`config.mk`:
```
export PLATFORM = sky130hd
export DESIGN_NAME = mem_port_arbiter_flat
export DESIGN_NICKNAME = d
export VERILOG_FILES = /design/src/rtl/mem_arb_pkg.sv /design/src/rtl/mem_port_arbiter_if.sv /design/src/rtl/mem_port_arbiter_timeout.sv /design/src/rtl/mem_port_arbiter.sv /design/src/flat_wrapper.sv
export SDC_FILE = /design/constraint.sdc
export NUM_CORES = 1
export LEC_CHECK = 0
export ABC_AREA = 1
export BUFFER_PORTS_ARGS = -buffer_cell sky130_fd_sc_hd__clkbuf_2
export CAP_MARGIN = 0
export CORE_MARGIN = 4
export CORE_UTILIZATION = 49
export DETAILED_ROUTE_END_ITERATION = 7
export MAX_ROUTING_LAYER = met4
export PLACE_DENSITY_LB_ADDON = 0.3
export SLEW_MARGIN = 25
export SYNTH_ARGS = -nofsm -noshare
export SYNTH_HDL_FRONTEND = slang
export SYNTH_SLANG_ARGS = --single-unit
```
`constraint.sdc`:
```
create_clock -name clk -period 2.3 [get_ports clk]
set_clock_uncertainty 0.15 [all_clocks]
set_input_delay 0.23 -clock clk [delete_from_list [all_inputs] [get_ports clk]]
set_output_delay 0.23 -clock clk [all_outputs]
set_load 0.02 [all_outputs]
```
`src/rtl/mem_arb_pkg.sv`:
```
// Shared state encoding and owner codes for the memory port arbiter.
package mem_arb_pkg;

   typedef enum logic [1:0] {
      IDLE    = 2'd0,
      BUSY_IF = 2'd1,
      BUSY_D  = 2'd2
   } arb_state_t;

   localparam logic OWN_IF = 1'b0;
   localparam logic OWN_D  = 1'b1;

endpackage

```
`src/rtl/mem_port_arbiter_if.sv`:
```
// CPU-side request/completion signals and memory-side handshake of the shared port.
interface mem_port_arbiter_if #(
   parameter int ADDR_W = 32,
   parameter int DATA_W = 32
);
   logic              if_req;
   logic [ADDR_W-1:0] if_addr;
   logic              if_valid;
   logic [DATA_W-1:0] if_rdata;
   logic              if_err;
   logic              d_req;
   logic              d_we;
   logic [ADDR_W-1:0] d_addr;
   logic [DATA_W-1:0] d_wdata;
   logic              d_valid;
   logic [DATA_W-1:0] d_rdata;
   logic              d_err;
   logic              mem_req;
   logic              mem_we;
   logic [ADDR_W-1:0] mem_addr;
   logic [DATA_W-1:0] mem_wdata;
   logic              mem_ready;
   logic [DATA_W-1:0] mem_rdata;
   logic              busy;
   logic              owner;

   modport slave (
      input  if_req, if_addr, d_req, d_we, d_addr, d_wdata, mem_ready, mem_rdata,
      output if_valid, if_rdata, if_err, d_valid, d_rdata, d_err,
      output mem_req, mem_we, mem_addr, mem_wdata, busy, owner
   );

   modport master (
      output if_req, if_addr, d_req, d_we, d_addr, d_wdata, mem_ready, mem_rdata,
      input  if_valid, if_rdata, if_err, d_valid, d_rdata, d_err,
      input  mem_req, mem_we, mem_addr, mem_wdata, busy, owner
   );
endinterface

```
`src/rtl/mem_port_arbiter_timeout.sv`:
```
// Busy-cycle watchdog: counts cycles without acknowledgement and flags the last one.
module arb_timeout #(
   parameter int TIMEOUT = 64
) (
   input  logic clk,
   input  logic rst_n,
   input  logic clr,
   input  logic en,
   output logic expire
);
   localparam int             CW   = $clog2(TIMEOUT);
   localparam logic [CW-1:0]  LAST = CW'(TIMEOUT - 1);

   logic [CW-1:0] cnt_r;

   // Cycle counter, held at its final value until cleared by the next access.
   always_ff @(posedge clk or negedge rst_n) begin
      if (!rst_n) begin
         cnt_r <= '0;
      end else if (clr) begin
         cnt_r <= '0;
      end else if (en && (cnt_r != LAST)) begin
         cnt_r <= cnt_r + CW'(1);
      end else begin
         cnt_r <= cnt_r;
      end
   end

   assign expire = en & ~clr & (cnt_r == LAST);

endmodule

```
`src/rtl/mem_port_arbiter.sv`:
```
// Shares one single-ported memory between fetch and data requesters; data wins ties
// for a bounded burst, and a watchdog aborts accesses the memory never acknowledges.
module mem_port_arbiter
   import mem_arb_pkg::*;
#(
   parameter int ADDR_W      = 32,
   parameter int DATA_W      = 32,
   parameter int MAX_D_BURST = 4,
   parameter int TIMEOUT     = 64
) (
   input  logic              clk,
   input  logic              rst_n,
   mem_port_arbiter_if.slave bus
);
   localparam logic [1:0]     S_IDLE    = IDLE;
   localparam logic [1:0]     S_BUSY_IF = BUSY_IF;
   localparam logic [1:0]     S_BUSY_D  = BUSY_D;
   localparam int             BW        = $clog2(MAX_D_BURST + 1);
   localparam logic [BW-1:0]  BURST_MAX = BW'(MAX_D_BURST);

   logic [1:0]        state_r;
   logic [BW-1:0]     burst_r;
   logic              first_r;
   logic              mem_req_r;
   logic              mem_we_r;
   logic [ADDR_W-1:0] mem_addr_r;
   logic [DATA_W-1:0] mem_wdata_r;
   logic              owner_r;
   logic              if_valid_r;
   logic              if_err_r;
   logic [DATA_W-1:0] if_rdata_r;
   logic              d_valid_r;
   logic              d_err_r;
   logic [DATA_W-1:0] d_rdata_r;

   logic              cand_if_s;
   logic              cand_d_s;
   logic              grant_if_s;
   logic              grant_d_s;
   logic [BW-1:0]     burst_inc_s;
   logic              tmo_en_s;
   logic              expire_s;

   // Grant decision; a requester completing this cycle is masked so it is not re-granted.
   always_comb begin
      cand_if_s   = bus.if_req & ~if_valid_r;
      cand_d_s    = bus.d_req & ~d_valid_r;
      grant_if_s  = 1'b0;
      grant_d_s   = 1'b0;
      burst_inc_s = burst_r;
      if (burst_r < BURST_MAX) begin
         burst_inc_s = burst_r + BW'(1);
      end else begin
         burst_inc_s = burst_r;
      end
      if (state_r == S_IDLE) begin
         if (cand_d_s && (!cand_if_s || (burst_r < BURST_MAX))) begin
            grant_d_s = 1'b1;
         end else if (cand_if_s) begin
            grant_if_s = 1'b1;
         end else begin
            grant_if_s = 1'b0;
            grant_d_s  = 1'b0;
         end
      end else begin
         grant_if_s = 1'b0;
         grant_d_s  = 1'b0;
      end
   end

   assign tmo_en_s = (state_r != S_IDLE) & ~bus.mem_ready;

   // The first busy cycle clears the watchdog, giving TIMEOUT+1 busy cycles in total.
   arb_timeout #(
      .TIMEOUT (TIMEOUT)
   ) u_timeout (
      .clk    (clk),
      .rst_n  (rst_n),
      .clr    (first_r),
      .en     (tmo_en_s),
      .expire (expire_s)
   );

   // State, latched memory access, completion outputs and fairness counter.
   always_ff @(posedge clk or negedge rst_n) begin
      if (!rst_n) begin
         state_r     <= S_IDLE;
         burst_r     <= '0;
         first_r     <= 1'b0;
         mem_req_r   <= 1'b0;
         mem_we_r    <= 1'b0;
         mem_addr_r  <= '0;
         mem_wdata_r <= '0;
         owner_r     <= OWN_IF;
         if_valid_r  <= 1'b0;
         if_err_r    <= 1'b0;
         if_rdata_r  <= '0;
         d_valid_r   <= 1'b0;
         d_err_r     <= 1'b0;
         d_rdata_r   <= '0;
      end else begin
         if_valid_r <= 1'b0;
         d_valid_r  <= 1'b0;
         first_r    <= 1'b0;
         case (state_r)
            S_IDLE: begin
               if (grant_d_s) begin
                  state_r     <= S_BUSY_D;
                  mem_req_r   <= 1'b1;
                  mem_we_r    <= bus.d_we;
                  mem_addr_r  <= bus.d_addr;
                  mem_wdata_r <= bus.d_wdata;
                  owner_r     <= OWN_D;
                  first_r     <= 1'b1;
                  burst_r     <= cand_if_s ? burst_inc_s : '0;
               end else if (grant_if_s) begin
                  state_r     <= S_BUSY_IF;
                  mem_req_r   <= 1'b1;
                  mem_we_r    <= 1'b0;
                  mem_addr_r  <= bus.if_addr;
                  mem_wdata_r <= '0;
                  owner_r     <= OWN_IF;
                  first_r     <= 1'b1;
                  burst_r     <= '0;
               end else begin
                  state_r <= S_IDLE;
               end
            end
            S_BUSY_IF: begin
               if (bus.mem_ready) begin
                  state_r    <= S_IDLE;
                  mem_req_r  <= 1'b0;
                  if_valid_r <= 1'b1;
                  if_err_r   <= 1'b0;
                  if_rdata_r <= bus.mem_rdata;
               end else if (expire_s) begin
                  state_r    <= S_IDLE;
                  mem_req_r  <= 1'b0;
                  if_valid_r <= 1'b1;
                  if_err_r   <= 1'b1;
                  if_rdata_r <= '0;
               end else begin
                  state_r <= S_BUSY_IF;
               end
            end
            S_BUSY_D: begin
               if (bus.mem_ready) begin
                  state_r   <= S_IDLE;
                  mem_req_r <= 1'b0;
                  d_valid_r <= 1'b1;
                  d_err_r   <= 1'b0;
                  d_rdata_r <= mem_we_r ? '0 : bus.mem_rdata;
               end else if (expire_s) begin
                  state_r   <= S_IDLE;
                  mem_req_r <= 1'b0;
                  d_valid_r <= 1'b1;
                  d_err_r   <= 1'b1;
                  d_rdata_r <= '0;
               end else begin
                  state_r <= S_BUSY_D;
               end
            end
            default: begin
               state_r   <= S_IDLE;
               mem_req_r <= 1'b0;
            end
         endcase
      end
   end

   assign bus.mem_req   = mem_req_r;
   assign bus.busy      = mem_req_r;
   assign bus.mem_we    = mem_we_r;
   assign bus.mem_addr  = mem_addr_r;
   assign bus.mem_wdata = mem_wdata_r;
   assign bus.owner     = owner_r;
   assign bus.if_valid  = if_valid_r;
   assign bus.if_err    = if_err_r;
   assign bus.if_rdata  = if_rdata_r;
   assign bus.d_valid   = d_valid_r;
   assign bus.d_err     = d_err_r;
   assign bus.d_rdata   = d_rdata_r;

endmodule

```
`src/flat_wrapper.sv`:
```
// flat-port wrapper written by rule: the top's interface ports become plain ports
module mem_port_arbiter_flat import mem_arb_pkg::*;
#(
   parameter int ADDR_W      = 32,
   parameter int DATA_W      = 32,
   parameter int MAX_D_BURST = 4,
   parameter int TIMEOUT     = 64
)
  (clk, rst_n, bus_if_req, bus_if_addr, bus_d_req, bus_d_we, bus_d_addr, bus_d_wdata, bus_mem_ready, bus_mem_rdata, bus_if_valid, bus_if_rdata, bus_if_err, bus_d_valid, bus_d_rdata, bus_d_err, bus_mem_req, bus_mem_we, bus_mem_addr, bus_mem_wdata, bus_busy, bus_owner);
  mem_port_arbiter_if #(.ADDR_W(ADDR_W), .DATA_W(DATA_W)) bus_i ();
  input  logic clk;
  input  logic rst_n;
  input wire logic [$bits(bus_i.if_req)-1:0] bus_if_req;
  input wire logic [$bits(bus_i.if_addr)-1:0] bus_if_addr;
  input wire logic [$bits(bus_i.d_req)-1:0] bus_d_req;
  input wire logic [$bits(bus_i.d_we)-1:0] bus_d_we;
  input wire logic [$bits(bus_i.d_addr)-1:0] bus_d_addr;
  input wire logic [$bits(bus_i.d_wdata)-1:0] bus_d_wdata;
  input wire logic [$bits(bus_i.mem_ready)-1:0] bus_mem_ready;
  input wire logic [$bits(bus_i.mem_rdata)-1:0] bus_mem_rdata;
  output wire logic [$bits(bus_i.if_valid)-1:0] bus_if_valid;
  output wire logic [$bits(bus_i.if_rdata)-1:0] bus_if_rdata;
  output wire logic [$bits(bus_i.if_err)-1:0] bus_if_err;
  output wire logic [$bits(bus_i.d_valid)-1:0] bus_d_valid;
  output wire logic [$bits(bus_i.d_rdata)-1:0] bus_d_rdata;
  output wire logic [$bits(bus_i.d_err)-1:0] bus_d_err;
  output wire logic [$bits(bus_i.mem_req)-1:0] bus_mem_req;
  output wire logic [$bits(bus_i.mem_we)-1:0] bus_mem_we;
  output wire logic [$bits(bus_i.mem_addr)-1:0] bus_mem_addr;
  output wire logic [$bits(bus_i.mem_wdata)-1:0] bus_mem_wdata;
  output wire logic [$bits(bus_i.busy)-1:0] bus_busy;
  output wire logic [$bits(bus_i.owner)-1:0] bus_owner;
  assign bus_i.if_req = bus_if_req;
  assign bus_i.if_addr = bus_if_addr;
  assign bus_i.d_req = bus_d_req;
  assign bus_i.d_we = bus_d_we;
  assign bus_i.d_addr = bus_d_addr;
  assign bus_i.d_wdata = bus_d_wdata;
  assign bus_i.mem_ready = bus_mem_ready;
  assign bus_i.mem_rdata = bus_mem_rdata;
  assign bus_if_valid = bus_i.if_valid;
  assign bus_if_rdata = bus_i.if_rdata;
  assign bus_if_err = bus_i.if_err;
  assign bus_d_valid = bus_i.d_valid;
  assign bus_d_rdata = bus_i.d_rdata;
  assign bus_d_err = bus_i.d_err;
  assign bus_mem_req = bus_i.mem_req;
  assign bus_mem_we = bus_i.mem_we;
  assign bus_mem_addr = bus_i.mem_addr;
  assign bus_mem_wdata = bus_i.mem_wdata;
  assign bus_busy = bus_i.busy;
  assign bus_owner = bus_i.owner;
  mem_port_arbiter #(.ADDR_W(ADDR_W), .DATA_W(DATA_W), .MAX_D_BURST(MAX_D_BURST), .TIMEOUT(TIMEOUT)) u_core (.clk(clk), .rst_n(rst_n), .bus(bus_i));
endmodule
```
[Yosys cells after proc, flatten, opt, wreduce, memory -nomap -nowiden]
Cells that the tools add are included.
Word-level totals
  register bits: 147
  output and inout bits: 136
  logic and storage cells: 92
Cells by class
  magnitude comparators: 1
  bitwise gates (word level): 9
  muxes and demuxes: 43
  add/sub/neg operators: 2
  reduce and logical (&&, ||, !) cells: 15
  equal/unequal tests: 7
Operators with widths (number)
  2-to-1 mux 32 bit: 8
  2-to-1 mux 1 bit: 23
  2-to-1 mux 3 bit: 4
  2-to-1 mux 6 bit: 2
  2-to-1 mux 2 bit: 4
  AND reduction 2 bit: 4
  nonzero test 2 bit: 4
  adder 6 x 1 -> 6 bit (second input constant): 1
  equality test 6 bit (second input constant): 1
  inequality test 3 x 1 -> 1 bit (second input constant): 2
  inequality test 6 bit (second input constant): 1
  case mux 2 bit (3 select lines): 1
  AND 1 bit: 5
  inverter 1 bit: 4
  adder 3 x 1 -> 3 bit (second input constant): 1
  < comparator 3 bit (second input constant): 1
  inequality test 3 bit (second input constant): 1
  AND reduction 3 bit: 1
  equality test 2 x 1 -> 1 bit (second input constant): 1
  equality test 2 bit (second input constant): 1
  logical AND 1 bit: 2
  zero test 2 bit: 1
  case mux 1 bit (2 select lines): 1
  OR reduction 2 bit: 1
  other kinds (2): 2

[Logic depth before layout (Yosys ltp)]
  depth in word-level cells: 10
  depth in mapped cells: 11
  mapped depth without buffers: 10

[By module]
Synthesis repeated with hierarchy kept, for this count alone.
Unflattened totals
  cells, all modules: 713
  area total of the unflattened synthesis: 6337.3 um^2
Modules (own cells, without submodules)
  mem_port_arbiter: seq. area each 3528.4 um^2, cells each 664, area each 5959.5 um^2, times used 1
  arb_timeout: seq. area each 150.1 um^2, cells each 49, area each 377.9 um^2, times used 1

[Worst setup path after synthesis]
Ideal clock, no wire load.
  path kind: register to register
  start: register u_core.state_r[0]
  end: register u_core.u_timeout.cnt_r[4]
  setup slack: 0.682 ns
  clock period less this slack: 1.618 ns
  cell stages (with the launch flop): 10
  library setup time: 0.125 ns
  arrival: 1.343 ns
  data required time: 2.025 ns
  cell sequence: dfrtp_1 inv_1 ha_1 buf_2 inv_1 nand2_1 nor2_1 nor2_2 nand2_1 o21ai_1
Between the ends
  cells in the longest elaborated chain, start to end: 4
RTL lines
  start, declared: line mem_port_arbiter.sv:21  | logic [1:0] state_r;
  start signal, assigned: line mem_port_arbiter.sv:87  | state_r <= S_IDLE;
  start signal, assigned: line mem_port_arbiter.sv:108  | state_r <= S_BUSY_D;
  start signal, assigned: line mem_port_arbiter.sv:117  | state_r <= S_BUSY_IF;
  nonzero test 2 bit: line mem_port_arbiter.sv:71  | assign tmo_en_s = (state_r != S_IDLE) & ~bus.mem_ready;
  AND 1 bit: line mem_port_arbiter.sv:71
  logical AND 1 bit: line mem_port_arbiter_timeout.sv:22  | end else if (en && (cnt_r != LAST)) begin
  nonzero test 2 bit (no source line)
  end signal, assigned: line mem_port_arbiter_timeout.sv:23  | cnt_r <= cnt_r + CW'(1);
  end signal, assigned: line mem_port_arbiter_timeout.sv:25  | cnt_r <= cnt_r;
  end, declared: line mem_port_arbiter_timeout.sv:14  | logic [CW-1:0] cnt_r;
No other way between the ends.
A chain may end at the register's enable or synchronous reset.

[Worst setup path after layout]
  start: register u_core.state_r[0]
  end: register u_core.mem_wdata_r[6], in the netlist u_core.bus.mem_wdata[6]
Between the ends
  cells in the longest elaborated chain, start to end: 4
  elaborated cells on any way between the ends: 6
  classes of those cells: 3 x mux; 3 x reduce/logical
RTL lines
  zero test 2 bit *: line mem_port_arbiter.sv:56, mem_port_arbiter.sv:105
  2-to-1 mux 1 bit: line mem_port_arbiter.sv:56  | if (state_r == S_IDLE) begin
  nonzero test 2 bit (no source line)
  AND reduction 2 bit (no source line)
  end signal, assigned: line mem_port_arbiter.sv:112  | mem_wdata_r <= bus.d_wdata;
  end, declared: line mem_port_arbiter.sv:27  | logic [DATA_W-1:0] mem_wdata_r;
Mark *: on every way between the ends. The rest lies on a longest branch, timed or not.

==> impl_results.md <==
- Status: completed
- Worst hold path depth: 4
- WHS: ~0.016 ns
- Area after DPL: just over 8000 um^2
- Largest cells by area after synthesis: dfrtp_1, nand2_1, nand3_1
- First-pass iteration count of the detailed router: 5
- Hold Crit Start: bus_d_addr[24]
- Sum of buffers and inverters on the critical path: 2
- Gpl congestion: about 0.85
- R2r endpoint: u_core.bus.mem_wdata[6]
- RSZ-0062 raised after global routing: no
- Die Y: around 130 um
- Setup_tns: 0 ns
- Clk sink count: 147
- Setup Buffers After CTS: 0
- Clk root buf: clkbuf_16
- CTS clk-pin slew, worst paths: around 0.06 ns
- Detail Placement HPWL: between 10000 and 15000 um
- Max Fclk: roughly 520 MHz
- Cell area after layout: roughly 10000 um^2
- Post-synthesis cell count: 785
- Net Count, Synth: about 900
- CTS buffer count: 17
- 1st-iter DRT viols: 619
- Max Cap Viol: 0
- Lkg Pwr: around 5.7 nW
- Crit end category: flip-flop
- Die area: around 16000 um^2
- Hold worst-path end: u_core.bus.mem_addr[24]
- Yosys top cell area share: 54.4%
- Pwr dens: 1280 nW/um^2
- Die width: 125 um
- Crit path max-delay family: buffers and inverters
- DRC Markers: 0
- Actual slew at the worst max-slew pin: approximately 0.65 ns
- Setup Crit Path Kind: reg2reg
- Post-Syn Area: a little under 7000 um^2
- Critical path launch point type: flip-flop
- CP max stage delay: 0.43 ns
- Post-synth cell types: 23
- Minimum clock period: 1.92 ns
- Slew Limit Fails: 0
- WL/cell: between 15 and 20 um
- Post-layout util: approximately 75%
- Commonest non-fill, non-tap cell in the layout: clkbuf_2
- Crit-path max FO: slightly below 50
- Port Buffers: approximately 270
- FP Rows: 42
- Slew HR: between 50% and 60%
- Hold Violations, Final: 0
- Post-DRT Antenna Nets: 0
- CP Data Required Time: around 2.5 ns
- WP data arrival: between 2 and 2.5 ns
- Htree depth: 4
- Post-Route WL: 22300 um
- First-pass GRT wire length: ~36000 um
- Largest net degree at the start of global routing: 68
- Diodes inserted: 0
- Share of cells above drive strength 1: roughly 30%
- Crit path cell chain: inv_1, ha_1, nand2_2, buf_4, nand3_1, o21ai_0
- R2R Setup Slk: 0.38 ns
- Vias: approximately 7k
- Initial Util: between 50% and 60%
- Worst-Skew Late Latency: around 0.4 ns
- Hold crit path type: in2reg
- Yosys warnings: 0
- Initial antenna violation count: 0
- Vias per Instance: 5.27
- Setup Viol. Count Final: 0
- CP max stage cell: buf_4
- Fin nets: 1291
- Avg Inst Size Synth: between 8 and 9 um^2
- R2R cell count: 6
- Clk buf depth: 2
- Reg-to-Reg Start: u_core.state_r[0]
- Grt ovf: 0
- Final worst path period share: between 80 and 90%
- VDD IR max: between 0.9 and 1 mV
- Most frequent cells in the layout: clkbuf_2, nand2_1, dfrtp_1
- Seq cells post-synth: around 150
- Fill cell count: 954
- Area grow syn2layout: 48.7%
- Cell taking the most area after synthesis: dfrtp_1
- CORE AREA: 13400 um^2
- I/O Pins: 270
- CTS tree: built
- Register area share after synthesis: 54.4%
- Vias in the first global route: between 7k and 8k
- Gr usage total: approximately 29%
==> sequential cells by signal (all words and copies together) (netlist names), 2 cells and up <==
| name | flops |
|---|---|
| u_core.bus.mem_addr | 32 |
| u_core.bus.if_rdata | 32 |
| u_core.u_timeout.cnt_r | 6 |
| u_core.burst_r | 3 |
| u_core.state_r | 2 |
| u_core.bus.d_rdata | 32 |
| u_core.bus.mem_wdata | 32 |
==> area by class of cell <==
| type | count | area (um^2) | area share [%] |
|---|---|---|---|
| clock buffer | 22 | 494 | 4.91 |
| sequential | 147 | 3680 | 36.6 |
| tap | 176 | 220 | 2.19 |
| clock inverter | 9 | 126 | 1.26 |
| timing repair buffer | 403 | 2730 | 27.2 |
| inverter | 81 | 304 | 3.02 |
| multi-input combinational | 501 | 2500 | 24.9 |
==> kinds of logic (layout without fill, tap and decap cells) <==
family / after synthesis / in the layout / synth area share [%]
compound gates: 39 / 39 / 2.92
buf+inv: 137 / 515 / 8.70
flops: 147 / 147 / 54.4
fa+ha+maj: 6 / 6 / 1.11
simple gates: 453 / 453 / 32.5
xor+xnor: 3 / 3 / 0.389
==> Yosys cell counts (all sizes together) <==
master  count
xor2        3
nand4      34
nand3b     33
a21oi       2
ha          6
clkbuf     26
o22ai       2
dfrtp     147
nand2     233
buf        30
inv        81
nor2        9
nand3     144
o21ai      35
==> power by group <==
group / internal, mW / switching (mW) / leakage, nW / total, mW
clock network: 1.84 / 1.04 / 0.308 / 2.88
logic: 1.85 / 3.77 / 3.47 / 5.62
registers: 3.67 / 0.698 / 1.87 / 4.36
==> metal layers <==
layer / GRT usage [%] / vias to the layer above / wire length, um / part of all wire (%)
li1: - / 3272 / - / -
met1: 35.4 / 3249 / 8650 / 39
met2: 46.2 / 454 / 10800 / 49
met3: 8.27 / 78 / 2090 / 9.4
met4: 12.2 / 0 / 721 / 3.2
met5: - / - / 0 / 0
==> tightest hold or removal path, cell delays in order <==
cell      delay (ns)
clkbuf_2        0.07
nand3b_1        0.11
nand3_1         0.08
nand2_1         0.05
==> worst max-delay path by stage <==
stage | from | end | slack [ns] | cells past startpoint
floorplan | u_core.state_r[0] | u_core.u_timeout.cnt_r[4] | 0.68 | 9
CTS | u_core.u_timeout.cnt_r[0] | u_core.bus.if_rdata[1] | 0.42 | 8
global placement | u_core.state_r[0] | u_core.bus.mem_addr[1] | 0.51 | 7
global route | u_core.state_r[0] | u_core.bus.mem_wdata[25] | 0.22 | 5
detailed placement | u_core.u_timeout.cnt_r[0] | u_core.bus.d_rdata[15] | 0.43 | 8
finish | u_core.state_r[0] | u_core.bus.mem_wdata[6] | 0.38 | 6
==> through the flow <==
stage | setup WS (ns) | std cells | power [mW]
floorplan | 0.682 | 785 | 7.74
global placement | 0.507 | 1189 | 9.64
detailed placement | 0.434 | 1189 | 9.74
CTS | 0.420 | 1339 | 12.8
global route | 0.215 | 1339 | 13.6
finish | 0.375 | 1339 | 12.9
==> what timing repair did <==
item,in CTS,in global routing
hold buffers,119,0
gates resized for setup,0,0
endpoints found under the hold margin,183,0
No activity file was read; power rests on OpenSTA's default activity.
